<file path="config.mk">
export PLATFORM = sky130hd
export DESIGN_NAME = ahblite_slave_mux
export DESIGN_NICKNAME = d
export VERILOG_FILES = /design/src/rtl/ahblite_pkg.sv /design/src/rtl/ahblite_default_slave.sv /design/src/rtl/ahblite_slave_mux.sv
export SDC_FILE = /design/constraint.sdc
export NUM_CORES = 1
export LEC_CHECK = 0
export BUFFER_PORTS_ARGS = -buffer_cell sky130_fd_sc_hd__buf_2
export CAP_MARGIN = 20
export CORE_MARGIN = 10
export CORE_UTILIZATION = 39
export DETAILED_ROUTE_END_ITERATION = 10
export PLACE_DENSITY = 0.95
export SETUP_SLACK_MARGIN = 0.1
export SYNTH_ARGS = -nofsm -noshare
export SYNTH_HDL_FRONTEND = slang
export SYNTH_SLANG_ARGS = --single-unit
</file>
<file path="constraint.sdc">
create_clock -name HCLK -period 3.4 [get_ports HCLK]
set_input_delay 0.68 -clock HCLK [delete_from_list [all_inputs] [get_ports HCLK]]
set_output_delay 0.68 -clock HCLK [all_outputs]
set_load 0.02 [all_outputs]
</file>
<file path="src/rtl/ahblite_pkg.sv">
// ----------------------------------------------------------------------------
// ahblite_pkg
// Shared AHB-Lite definitions for the single-master bus fabric: transfer
// type encodings, response encodings, slave port count and the default
// slave state type.
// ----------------------------------------------------------------------------
package ahblite_pkg;

    localparam int DATA_W = 32;
    localparam int NPORT  = 6;

    localparam logic [1:0] HTRANS_IDLE   = 2'b00;
    localparam logic [1:0] HTRANS_BUSY   = 2'b01;
    localparam logic [1:0] HTRANS_NONSEQ = 2'b10;
    localparam logic [1:0] HTRANS_SEQ    = 2'b11;

    localparam logic HRESP_OKAY  = 1'b0;
    localparam logic HRESP_ERROR = 1'b1;

    typedef enum logic [1:0] {
        DS_IDLE = 2'b00,
        DS_ERR1 = 2'b01,
        DS_ERR2 = 2'b10
    } ds_state_t;

    // A transfer that actually moves data (NONSEQ or SEQ).
    function automatic logic is_active_trans(input logic [1:0] htrans);
        return (htrans == HTRANS_NONSEQ) || (htrans == HTRANS_SEQ);
    endfunction

endpackage : ahblite_pkg

</file>
<file path="src/rtl/ahblite_default_slave.sv">
// ----------------------------------------------------------------------------
// ahblite_default_slave
// Answers transfers that hit no enabled slave port with the two-cycle
// AHB-Lite ERROR response. IDLE/BUSY transfers to unmapped space get a
// zero-wait OKAY (the FSM simply stays in IDLE).
//
// Ports:
//   HCLK          bus clock
//   HRESETn       asynchronous active-low reset
//   HREADY        global HREADY (qualifies the address phase)
//   HTRANS        master transfer type of the current address phase
//   any_sel       some enabled port is selected in the current address phase
//   ds_hreadyout  default slave HREADYOUT (registered with the state)
//   ds_hresp      default slave HRESP     (registered with the state)
// ----------------------------------------------------------------------------
module ahblite_default_slave
    import ahblite_pkg::*;
(
    input  logic       HCLK,
    input  logic       HRESETn,
    input  logic       HREADY,
    input  logic [1:0] HTRANS,
    input  logic       any_sel,
    output logic       ds_hreadyout,
    output logic       ds_hresp
);

    ds_state_t state;
    logic      trigger;

    // Accepted address phase of a real transfer that no enabled port claims.
    assign trigger = HREADY && !any_sel && is_active_trans(HTRANS);

    always_ff @(posedge HCLK or negedge HRESETn) begin
        if (!HRESETn) begin
            state        <= DS_IDLE;
            ds_hreadyout <= 1'b1;
            ds_hresp     <= HRESP_OKAY;
        end else begin
            case (state)
                DS_IDLE: begin
                    if (trigger) begin
                        state        <= DS_ERR1;
                        ds_hreadyout <= 1'b0;
                        ds_hresp     <= HRESP_ERROR;
                    end
                end
                DS_ERR1: begin
                    state        <= DS_ERR2;
                    ds_hreadyout <= 1'b1;
                    ds_hresp     <= HRESP_ERROR;
                end
                DS_ERR2: begin
                    // ERR2 completes the transfer, so the next address phase
                    // may itself be unmapped: chain straight into ERR1.
                    if (trigger) begin
                        state        <= DS_ERR1;
                        ds_hreadyout <= 1'b0;
                        ds_hresp     <= HRESP_ERROR;
                    end else begin
                        state        <= DS_IDLE;
                        ds_hreadyout <= 1'b1;
                        ds_hresp     <= HRESP_OKAY;
                    end
                end
                default: begin
                    state        <= DS_IDLE;
                    ds_hreadyout <= 1'b1;
                    ds_hresp     <= HRESP_OKAY;
                end
            endcase
        end
    end

endmodule : ahblite_default_slave

</file>
<file path="src/rtl/ahblite_slave_mux.sv">
// ----------------------------------------------------------------------------
// ahblite_slave_mux
// AHB-Lite data-phase multiplexer for six slave ports plus a default slave.
// Port selects are captured during each accepted address phase; during the
// following data phase the selected slave's HRDATA/HREADYOUT/HRESP are routed
// back to the master. Unclaimed transfers are handled by the default slave.
//
// Parameters:
//   PORT_EN   per-port enable, bit i = port i
//             (RAMCODE, RAMDATA, LCD, UART, Camera, Buzzer)
//
// Ports:
//   HCLK, HRESETn                 clock, asynchronous active-low reset
//   HTRANS                        master transfer type
//   Pn_HSEL                       address-phase selects from the decoder
//   Pn_HREADYOUT, Pn_HRESP        slave ready / response
//   Pn_HRDATA                     slave read data
//   HREADY, HRESP, HRDATA         global ready, response, read data
// ----------------------------------------------------------------------------
module ahblite_slave_mux
    import ahblite_pkg::*;
#(
    parameter logic [NPORT-1:0] PORT_EN = 6'b011111
) (
    input  logic              HCLK,
    input  logic              HRESETn,
    input  logic [1:0]        HTRANS,
    input  logic              P0_HSEL,
    input  logic              P1_HSEL,
    input  logic              P2_HSEL,
    input  logic              P3_HSEL,
    input  logic              P4_HSEL,
    input  logic              P5_HSEL,
    input  logic              P0_HREADYOUT,
    input  logic              P1_HREADYOUT,
    input  logic              P2_HREADYOUT,
    input  logic              P3_HREADYOUT,
    input  logic              P4_HREADYOUT,
    input  logic              P5_HREADYOUT,
    input  logic              P0_HRESP,
    input  logic              P1_HRESP,
    input  logic              P2_HRESP,
    input  logic              P3_HRESP,
    input  logic              P4_HRESP,
    input  logic              P5_HRESP,
    input  logic [DATA_W-1:0] P0_HRDATA,
    input  logic [DATA_W-1:0] P1_HRDATA,
    input  logic [DATA_W-1:0] P2_HRDATA,
    input  logic [DATA_W-1:0] P3_HRDATA,
    input  logic [DATA_W-1:0] P4_HRDATA,
    input  logic [DATA_W-1:0] P5_HRDATA,
    output logic              HREADY,
    output logic              HRESP,
    output logic [DATA_W-1:0] HRDATA
);

    logic [NPORT-1:0]  hsel_en;
    logic              any_sel;
    logic [NPORT-1:0]  sel_q;
    logic [NPORT-1:0]  slv_ready;
    logic [NPORT-1:0]  slv_resp;
    logic [DATA_W-1:0] slv_rdata [NPORT];
    logic [2:0]        win_idx;
    logic              win_vld;
    logic              ds_hreadyout;
    logic              ds_hresp;

    // Disabled ports are masked here so they look unselected everywhere,
    // including to the default slave trigger.
    assign hsel_en = {P5_HSEL, P4_HSEL, P3_HSEL, P2_HSEL, P1_HSEL, P0_HSEL} & PORT_EN;
    assign any_sel = |hsel_en;

    assign slv_ready = {P5_HREADYOUT, P4_HREADYOUT, P3_HREADYOUT,
                        P2_HREADYOUT, P1_HREADYOUT, P0_HREADYOUT};
    assign slv_resp  = {P5_HRESP, P4_HRESP, P3_HRESP,
                        P2_HRESP, P1_HRESP, P0_HRESP};

    assign slv_rdata[0] = P0_HRDATA;
    assign slv_rdata[1] = P1_HRDATA;
    assign slv_rdata[2] = P2_HRDATA;
    assign slv_rdata[3] = P3_HRDATA;
    assign slv_rdata[4] = P4_HRDATA;
    assign slv_rdata[5] = P5_HRDATA;

    // Address phase -> data phase boundary: selects held through wait states.
    always_ff @(posedge HCLK or negedge HRESETn) begin
        if (!HRESETn) begin
            sel_q <= '0;
        end else if (HREADY) begin
            sel_q <= hsel_en;
        end
    end

    // Lowest index wins; scanning downward lets the lowest set bit land last.
    always_comb begin
        win_idx = 3'd0;
        win_vld = 1'b0;
        for (int i = NPORT - 1; i >= 0; i--) begin
            if (sel_q[i]) begin
                win_idx = 3'(i);
                win_vld = 1'b1;
            end
        end
    end

    ahblite_default_slave u_default_slave (
        .HCLK         (HCLK),
        .HRESETn      (HRESETn),
        .HREADY       (HREADY),
        .HTRANS       (HTRANS),
        .any_sel      (any_sel),
        .ds_hreadyout (ds_hreadyout),
        .ds_hresp     (ds_hresp)
    );

    // HREADY does not depend on the HSEL inputs, so feeding it back into the
    // capture enable and the default slave forms no combinational loop.
    always_comb begin
        HREADY = ds_hreadyout;
        HRESP  = ds_hresp;
        HRDATA = '0;
        if (win_vld) begin
            HREADY = slv_ready[win_idx];
            HRESP  = slv_resp[win_idx];
            HRDATA = slv_rdata[win_idx];
        end
    end

endmodule : ahblite_slave_mux

</file>
==> run summary, run 1 <==
Static Leak: 1.59 nW
Post-Syn Nets: 539
clock skew: 0.000553 ns
final slew viol count: 0
Worst EP arrival: 2.29 ns
Warnings, synthesis: 0
CP required: 2.72 ns
Post-Layout Cell Count: 612
first-pass GRT wire length: 20.8 mm
pre-CTS worst setup slack: 0.613 ns
Logic pwr share: 0.867
largest net degree at the start of global routing: 42
antenna violations before repair: 0
first-pass iteration count of the detailed router: 5
Clock Power Share: 0.036
chip width: 97.0 µm
syn_area_per_cell: 7.11 µm²
clock sink count: 9
largest area contributor in the netlist: nand4_1
Max-slew headroom: 0.513
DRC Markers: 0
Area Growth Syn to Fin: 54.5%
RSZ-0062 raised after global routing: no
count leader, synth: nand4_1
register area share after synthesis: 0.0980
Worst Max-Slew Pin Slew: 0.730 ns
Max Cap Viol: 0
Hold Violations, Final: 0
status: completed
Core ar.: 5640 µm²
ranking of synthesized cells by area: nand4_1, a32oi_1, o221ai_1
layout cells sized above 1: 0.509
post-DR wirelength/cell: 22.0 µm
Critical Path Source Type: register
Psw: 2.12 mW
postcts setup bufs: 0
number of port buffers: 242
Int Power: 1.35 mW
die footprint: 9400 µm²
PwrDens: 971 nW/µm²
CTS tree: done
Reg clk slew, reported paths: 0.05 ns
clk root buf: clkbuf_8
final worst-path cycle share: 0.875
clock period minus worst slack: 2.97 ns
ys async rst share: 1.00
Post-Layout Inst Area: 3570 µm²
initial core utilization: 0.409
crit path max fanout: 34
Routed WL: 13.5 mm
Die Y: 97.0 µm
Fin Hold WS: 0.281 ns
critical path class: register to output port
main flop type after synthesis: dfrtp_1
num rows: 27
top cells by count, synth: nand4_1, nor2b_1
total grt overflow: 0
final setup vio count: 0
I/O pin total: 248
EDFF count, synth: 0
vias per std cell: 6.48
Clock Latency Late Sink: 0.23 ns
post-DP HPWL: 10.5 mm
Critical Path End Type: output port
Net Sw Frac: 0.610
Synth Register Bits: 9
H-tree depth: 1
Filler cells: 515
CTS buffer count: 3
setup TNS: 0 ns
Worst Setup Slack, final: 0.425 ns
vias after detailed routing: 3,966
Fmax: 336 MHz
Final #Nets: 755
deepest clock path buffer count: 2
DRT antenna net count: 0
Area after DPL: 3510 µm²
# resized after CTS: 0
GRT Util Overall: 0.259
Hold WC Path Type: input pin to asynchronous set/reset pin
synthesized instance count: 325
vias in the first global route: 4,062
ANT cells: 0
VDD IR max: 731 µV
hold buffers post-CTS: 0
top cell type's share of synthesized area: 0.168
Post-Syn Area: 2310 µm²
DRT iter0 DRCs: 326
Flop pwr share: 0.097
dpl cells: 607
synth unique cells: 39
RePlAce Congestion: 0.941
==> final cells by class <==
| type | count | area [µm²] | area share |
|---|---|---|---|
| Sequential cell | 9 | 229 | 0.0642 |
| Inverter | 6 | 22.5 | 0.00631 |
| Tap cell | 72 | 90.1 | 0.0252 |
| Multi-Input combinational cell | 261 | 1830 | 0.513 |
| Timing Repair Buffer | 260 | 1350 | 0.378 |
| Clock buffer | 4 | 45.0 | 0.0126 |
==> cell families (layout without fill, tap and decap cells) <==
logic type | count (synthesis) | count (layout) | share of synthesized area
flops | 9 | 9 | 0.0981
compound gates | 113 | 113 | 0.371
buf+inv | 55 | 270 | 0.111
mux | 1 | 1 | 0.00650
simple gates | 147 | 147 | 0.413
==> placed cells by master, fill, tap and decap left out, types with 2 or more instances in the layout <==
master / count
o21ai_2: 2
inv_1: 4
nor3_1: 4
nor3b_1: 31
nor2_2: 2
nor2_1: 3
nand4_1: 62
clkbuf_8: 3
o2bb2ai_1: 2
a32oi_1: 31
a22o_1: 4
dfrtp_2: 2
o221ai_1: 31
nor2b_1: 34
dfrtp_1: 6
buf_2: 242
a21oi_1: 3
buf_4: 17
nand2_1: 5
o21ai_0: 31
==> per-layer routing <==
layer,global-route usage,vias to the layer above,wire length (µm)
met3,0.0745,50,1700
met1,0.275,1802,4550
met5,0,-,0
met4,0.131,0,514
met2,0.453,340,6690
li1,-,1774,-
==> power by group through the flow <==
stage          clock network (mW)  logic, mW  registers, mW
6_report                    0.126       3.00          0.336
5_1_grt                     0.142       3.22          0.352
4_1_cts                     0.129       2.95          0.330
3_5_place_dp                    0       2.94          0.331
3_3_place_gp                    0       2.88          0.325
2_1_floorplan                   0       2.18          0.186
==> through the flow <==
stage / total power [mW] / utilization
after floorplan: 2.37 / -
after global placement: 3.21 / 0.623
after detailed placement: 3.27 / 0.623
after CTS: 3.41 / 0.631
after global routing: 3.71 / 0.633
final: 3.47 / 0.633
==> registers in the layout, indices dropped and copies added (netlist names) <==
name and cells:
u_default_slave.ds_hresp 1, u_default_slave.state 2, sel_q 5, u_default_slave.ds_hreadyout 1
==> critical path, stage by stage (launching register included) <==
cell and delay (ns):
dfrtp_2 0.73, buf_4 0.38, nor3b_1 0.09, o21ai_0 0.28, o221ai_1 0.19, a32oi_1 0.18, buf_2 0.19
==> worst paths after layout <==
kind	startpoint	endpoint	slack, ns	depth (start not counted)
worst max-delay path	sel_q[2]	HRDATA[16]	0.43	6
worst min register to register	u_default_slave.state[1]	u_default_slave.state[1]	0.46	1
max in group asynchronous	HRESETn	u_default_slave.ds_hreadyout	2.88	1
worst min-delay path	HRESETn	u_default_slave.state[1]	0.28	1
worst max register to register	sel_q[3]	sel_q[4]	1.16	5
min in group HCLK	u_default_slave.state[1]	u_default_slave.state[1]	0.46	1
No activity file was read; power rests on OpenSTA's default activity.
==> run 2, diff against run 1 <==
Settings changed: CORE_UTILIZATION 39 to 36, CTS_BUF_LIST set to sky130_fd_sc_hd__clkbuf_4 sky130_fd_sc_hd__clkbuf_8, PLACE_DENSITY 0.95 to 0.93.
Clock period 3.4 ns to 3.1 ns, I/O delays scaled along.
==> run summary, run 2 (same netlist as run 1, synthesis figures left out) <==
Post-Layout Cell Count: 615
met1 Use GR: 0.247
RSZ-0062 raised after global routing: no
Static Leak: 1.58 nW
critical path class: register to output port
CTS tree: done
Reg clk slew, reported paths: 0.04 ns
RePlAce Congestion: 0.925
largest net degree at the start of global routing: 42
Critical Path End Type: output port
die footprint: 10,000 µm²
GR Layer Usage met2: 0.413
hold buffers post-CTS: 0
CP required: 2.48 ns
Worst EP arrival: 2.24 ns
Core ar.: 6280 µm²
Routed WL: 13.4 mm
chip width: 100 µm
Max Cap Viol: 0
clock sink count: 9
GRT Util Overall: 0.236
final worst-path cycle share: 0.924
total grt overflow: 0
PwrDens: 1070 nW/µm²
num rows: 29
Worst Max-Slew Pin Slew: 0.499 ns
Filler cells: 565
final slew viol count: 0
DRT antenna net count: 0
Critical Path Source Type: register
vias in the first global route: 3,907
first-pass iteration count of the detailed router: 5
DRT iter0 DRCs: 300
grt peak-use layer: met2
Hold Violations, Final: 0
Largest Register: sel_q
deepest clock path buffer count: 2
final setup vio count: 0
Area Growth Syn to Fin: 54.3%
clock skew: 0.000630 ns
total power: 3.81 mW
clk root buf: clkbuf_8
number of port buffers: 242
Clock Latency Late Sink: 0.23 ns
clock period minus worst slack: 2.86 ns
most frequent cells in the layout: buf_2, nand4_1, nor2b_1
DRC Markers: 0
Fmax: 349 MHz
vias per std cell: 6.28
I/O pin total: 248
layout cells sized above 1: 0.509
max reg flops: 5
Max-slew headroom: 0.667
crit path max fanout: 32
Post-Layout Inst Area: 3560 µm²
antenna violations before repair: 0
Largest regs: sel_q (5), u_default_slave.state (2)
ANT cells: 0
# resized after CTS: 0
met3 GRT Util: 0.0934
postcts setup bufs: 0
setup TNS: 0 ns
commonest non-fill, non-tap cell in the layout: buf_2
H-tree depth: 1
vias after detailed routing: 3,860
initial core utilization: 0.368
first-pass GRT wire length: 19.7 mm
pre-CTS worst setup slack: 0.404 ns
post-DP HPWL: 10.3 mm
Area after DPL: 3510 µm²
CTS buffer count: 3
Final #Nets: 753
post-DR wirelength/cell: 21.8 µm
status: completed
Die Y: 100 µm
Worst Setup Slack, final: 0.236 ns
Hold WC Path Type: input pin to asynchronous set/reset pin
dpl cells: 611
VDD IR max: 741 µV
run 2: changes by cell type in the layout (fill, tap and decap cells not counted), sizes merged:
cell and delta:
buf -2
run 2: where the power goes:
group	internal [mW]	switching [mW]
Combinational	1.20	2.17
Clock	0.0983	0.0465
Sequential	0.171	0.119
run 2: critical path, stage by stage, from the launching register on:
cell       delay [ns]
dfrtp_1          0.61
nand2b_4         0.49
a2bb2oi_1        0.27
a22o_1           0.39
buf_2            0.24
run 2: through the flow:
| stage | hold WS [ns] | util |
|---|---|---|
| after detailed placement | 0.455 | 0.559 |
| after global routing | 0.231 | 0.568 |
| after floorplan | 0.324 | - |
| after CTS | 0.235 | 0.567 |
| final | 0.228 | 0.568 |
| after global placement | 0.444 | 0.559 |
run 2: worst paths after layout:
check | to | start | slack, ns | depth (start not counted)
setup / recovery | HREADY | sel_q[0] | 0.24 | 4
max in group asynchronous | u_default_slave.ds_hreadyout | HRESETn | 2.63 | 1
hold reg to reg | u_default_slave.state[1] | u_default_slave.state[1] | 0.46 | 1
setup reg to reg | sel_q[4] | sel_q[0] | 0.88 | 4
hold / removal | sel_q[1] | HRESETn | 0.23 | 1
min in group HCLK | u_default_slave.state[1] | u_default_slave.state[1] | 0.46 | 1
run 2: cell type report:
| class | instances | area [µm²] | share of cell area |
|---|---|---|---|
| multi-input cells | 261 | 1840 | 0.515 |
| repair buffers | 258 | 1330 | 0.373 |
| flip-flops and latches | 9 | 229 | 0.0642 |
| well taps | 77 | 96.3 | 0.0270 |
| clock buffers | 4 | 48.8 | 0.0137 |
| inverters | 6 | 22.5 | 0.00632 |
run 2: layer usage:
layer | up-vias | share of wire
met3 | 36 | 0.12
li1 | 1774 | -
met2 | 284 | 0.51
met5 | - | 0
met1 | 1766 | 0.35
met4 | 0 | 0.028
==> run 3, diff against run 2 <==
Settings changed: RECOVER_POWER set to 25, SLEW_MARGIN set to 20.
==> run summary, run 3 (same netlist as run 1, synthesis figures left out) <==
status: completed
RSZ-0062 raised after global routing: no
antenna violations before repair: 0
vias in the first global route: 3,907
Largest regs: sel_q (5), u_default_slave.state (2)
layout cells sized above 1: 0.507
clk root buf: clkbuf_8
max reg flops: 5
ANT cells: 0
chip width: 100 µm
Post-Layout Cell Count: 615
RePlAce Congestion: 0.925
PwrDens: 1070 nW/µm²
Hold Violations, Final: 0
critical path class: register to output port
GRT Util Overall: 0.236
die footprint: 10,000 µm²
clock skew: 0.000630 ns
Area Growth Syn to Fin: 54.3%
CTS buffer count: 3
Clock Latency Late Sink: 0.23 ns
final setup vio count: 0
H-tree depth: 1
Hold WC Path Type: input pin to asynchronous set/reset pin
vias per std cell: 6.28
CTS tree: done
DRT antenna net count: 0
setup TNS: 0 ns
Max Cap Viol: 0
clock sink count: 9
Reg clk slew, reported paths: 0.04 ns
I/O pin total: 248
Max-slew headroom: 0.667
DRC Markers: 0
Largest Register: sel_q
number of port buffers: 242
first-pass GRT wire length: 19.7 mm
Worst Max-Slew Pin Slew: 0.499 ns
VDD IR max: 741 µV
Worst Setup Slack, final: 0.236 ns
Critical Path Source Type: register
final slew viol count: 0
num rows: 29
clock period minus worst slack: 2.86 ns
total grt overflow: 0
Final Util: 0.568
Fmax: 349 MHz
dpl cells: 611
pre-CTS worst setup slack: 0.404 ns
Worst EP arrival: 2.24 ns
final worst-path cycle share: 0.924
post-DR wirelength/cell: 21.8 µm
Final #Nets: 753
largest net degree at the start of global routing: 42
Critical Path End Type: output port
postcts setup bufs: 0
deepest clock path buffer count: 2
Core ar.: 6280 µm²
DRT iter0 DRCs: 300
post-DP HPWL: 10.3 mm
Static Leak: 1.58 nW
first-pass iteration count of the detailed router: 5
most frequent cells in the layout: buf_2, nand4_1, nor2b_1
CP required: 2.48 ns
Routed WL: 13.4 mm
commonest non-fill, non-tap cell in the layout: buf_2
initial core utilization: 0.368
vias after detailed routing: 3,860
Die Y: 100 µm
crit path max fanout: 32
run 3: cell count changes in the layout (fill, tap and decap cells not counted):
cell and delta:
buf_2 -1, clkbuf_1 +1
run 3: report_power, final:
group | switching, mW | total [mW] | internal, mW
clock | 0.0465 | 0.145 | 0.0983
sequential | 0.119 | 0.289 | 0.171
combinational | 2.17 | 3.37 | 1.20
run 3: area by class of cell:
| cell class | count | area, µm² |
|---|---|---|
| timing repair buffer | 258 | 1330 |
| multi-input combinational | 261 | 1840 |
| clock buffer | 4 | 48.8 |
| sequential | 9 | 229 |
| tap | 77 | 96.3 |
| inverter | 6 | 22.5 |
| fill | 566 | 2710 |
run 3: per-layer routing:
metal  wire [µm]  share of wire  up-vias  track usage
met5           0              0        -            0
met4         374          0.028        0        0.100
met3        1590           0.12       36       0.0934
met2        6820           0.51      284        0.413
met1        4650           0.35     1766        0.247
li1            -              -     1774            -
run 3: through the flow:
stage	power (mW)	hold slack, ns	instance area (µm²)
2_1_floorplan	2.60	0.324	2310
3_3_place_gp	3.51	0.444	3510
3_5_place_dp	3.60	0.455	3510
4_1_cts	3.75	0.235	3560
5_1_grt	4.04	0.346	3560
6_report	3.81	0.317	3560
run 3: timing repair:
item,in CTS,in global routing
gates resized for setup,0,1
endpoints found under the setup margin,0,16
hold buffers,0,0
run 3: worst paths after layout:
| path | startpoint | end | slack, ns | cells after the start |
|---|---|---|---|---|
| min in group HCLK | u_default_slave.state[1] | u_default_slave.state[1] | 0.46 | 1 |
| hold reg to reg | u_default_slave.state[1] | u_default_slave.state[1] | 0.46 | 1 |
| setup reg to reg | sel_q[0] | sel_q[4] | 0.88 | 4 |
| setup / recovery | sel_q[0] | HREADY | 0.24 | 4 |
| hold / removal | HRESETn | sel_q[1] | 0.32 | 1 |
| max in group asynchronous | HRESETn | sel_q[4] | 2.43 | 1 |
run 3: worst max-delay path, cell delays in order (launching register included):
cell	delay (ns)
dfrtp_1	0.61
nand2b_4	0.49
a2bb2oi_1	0.27
a22o_1	0.39
buf_2	0.24
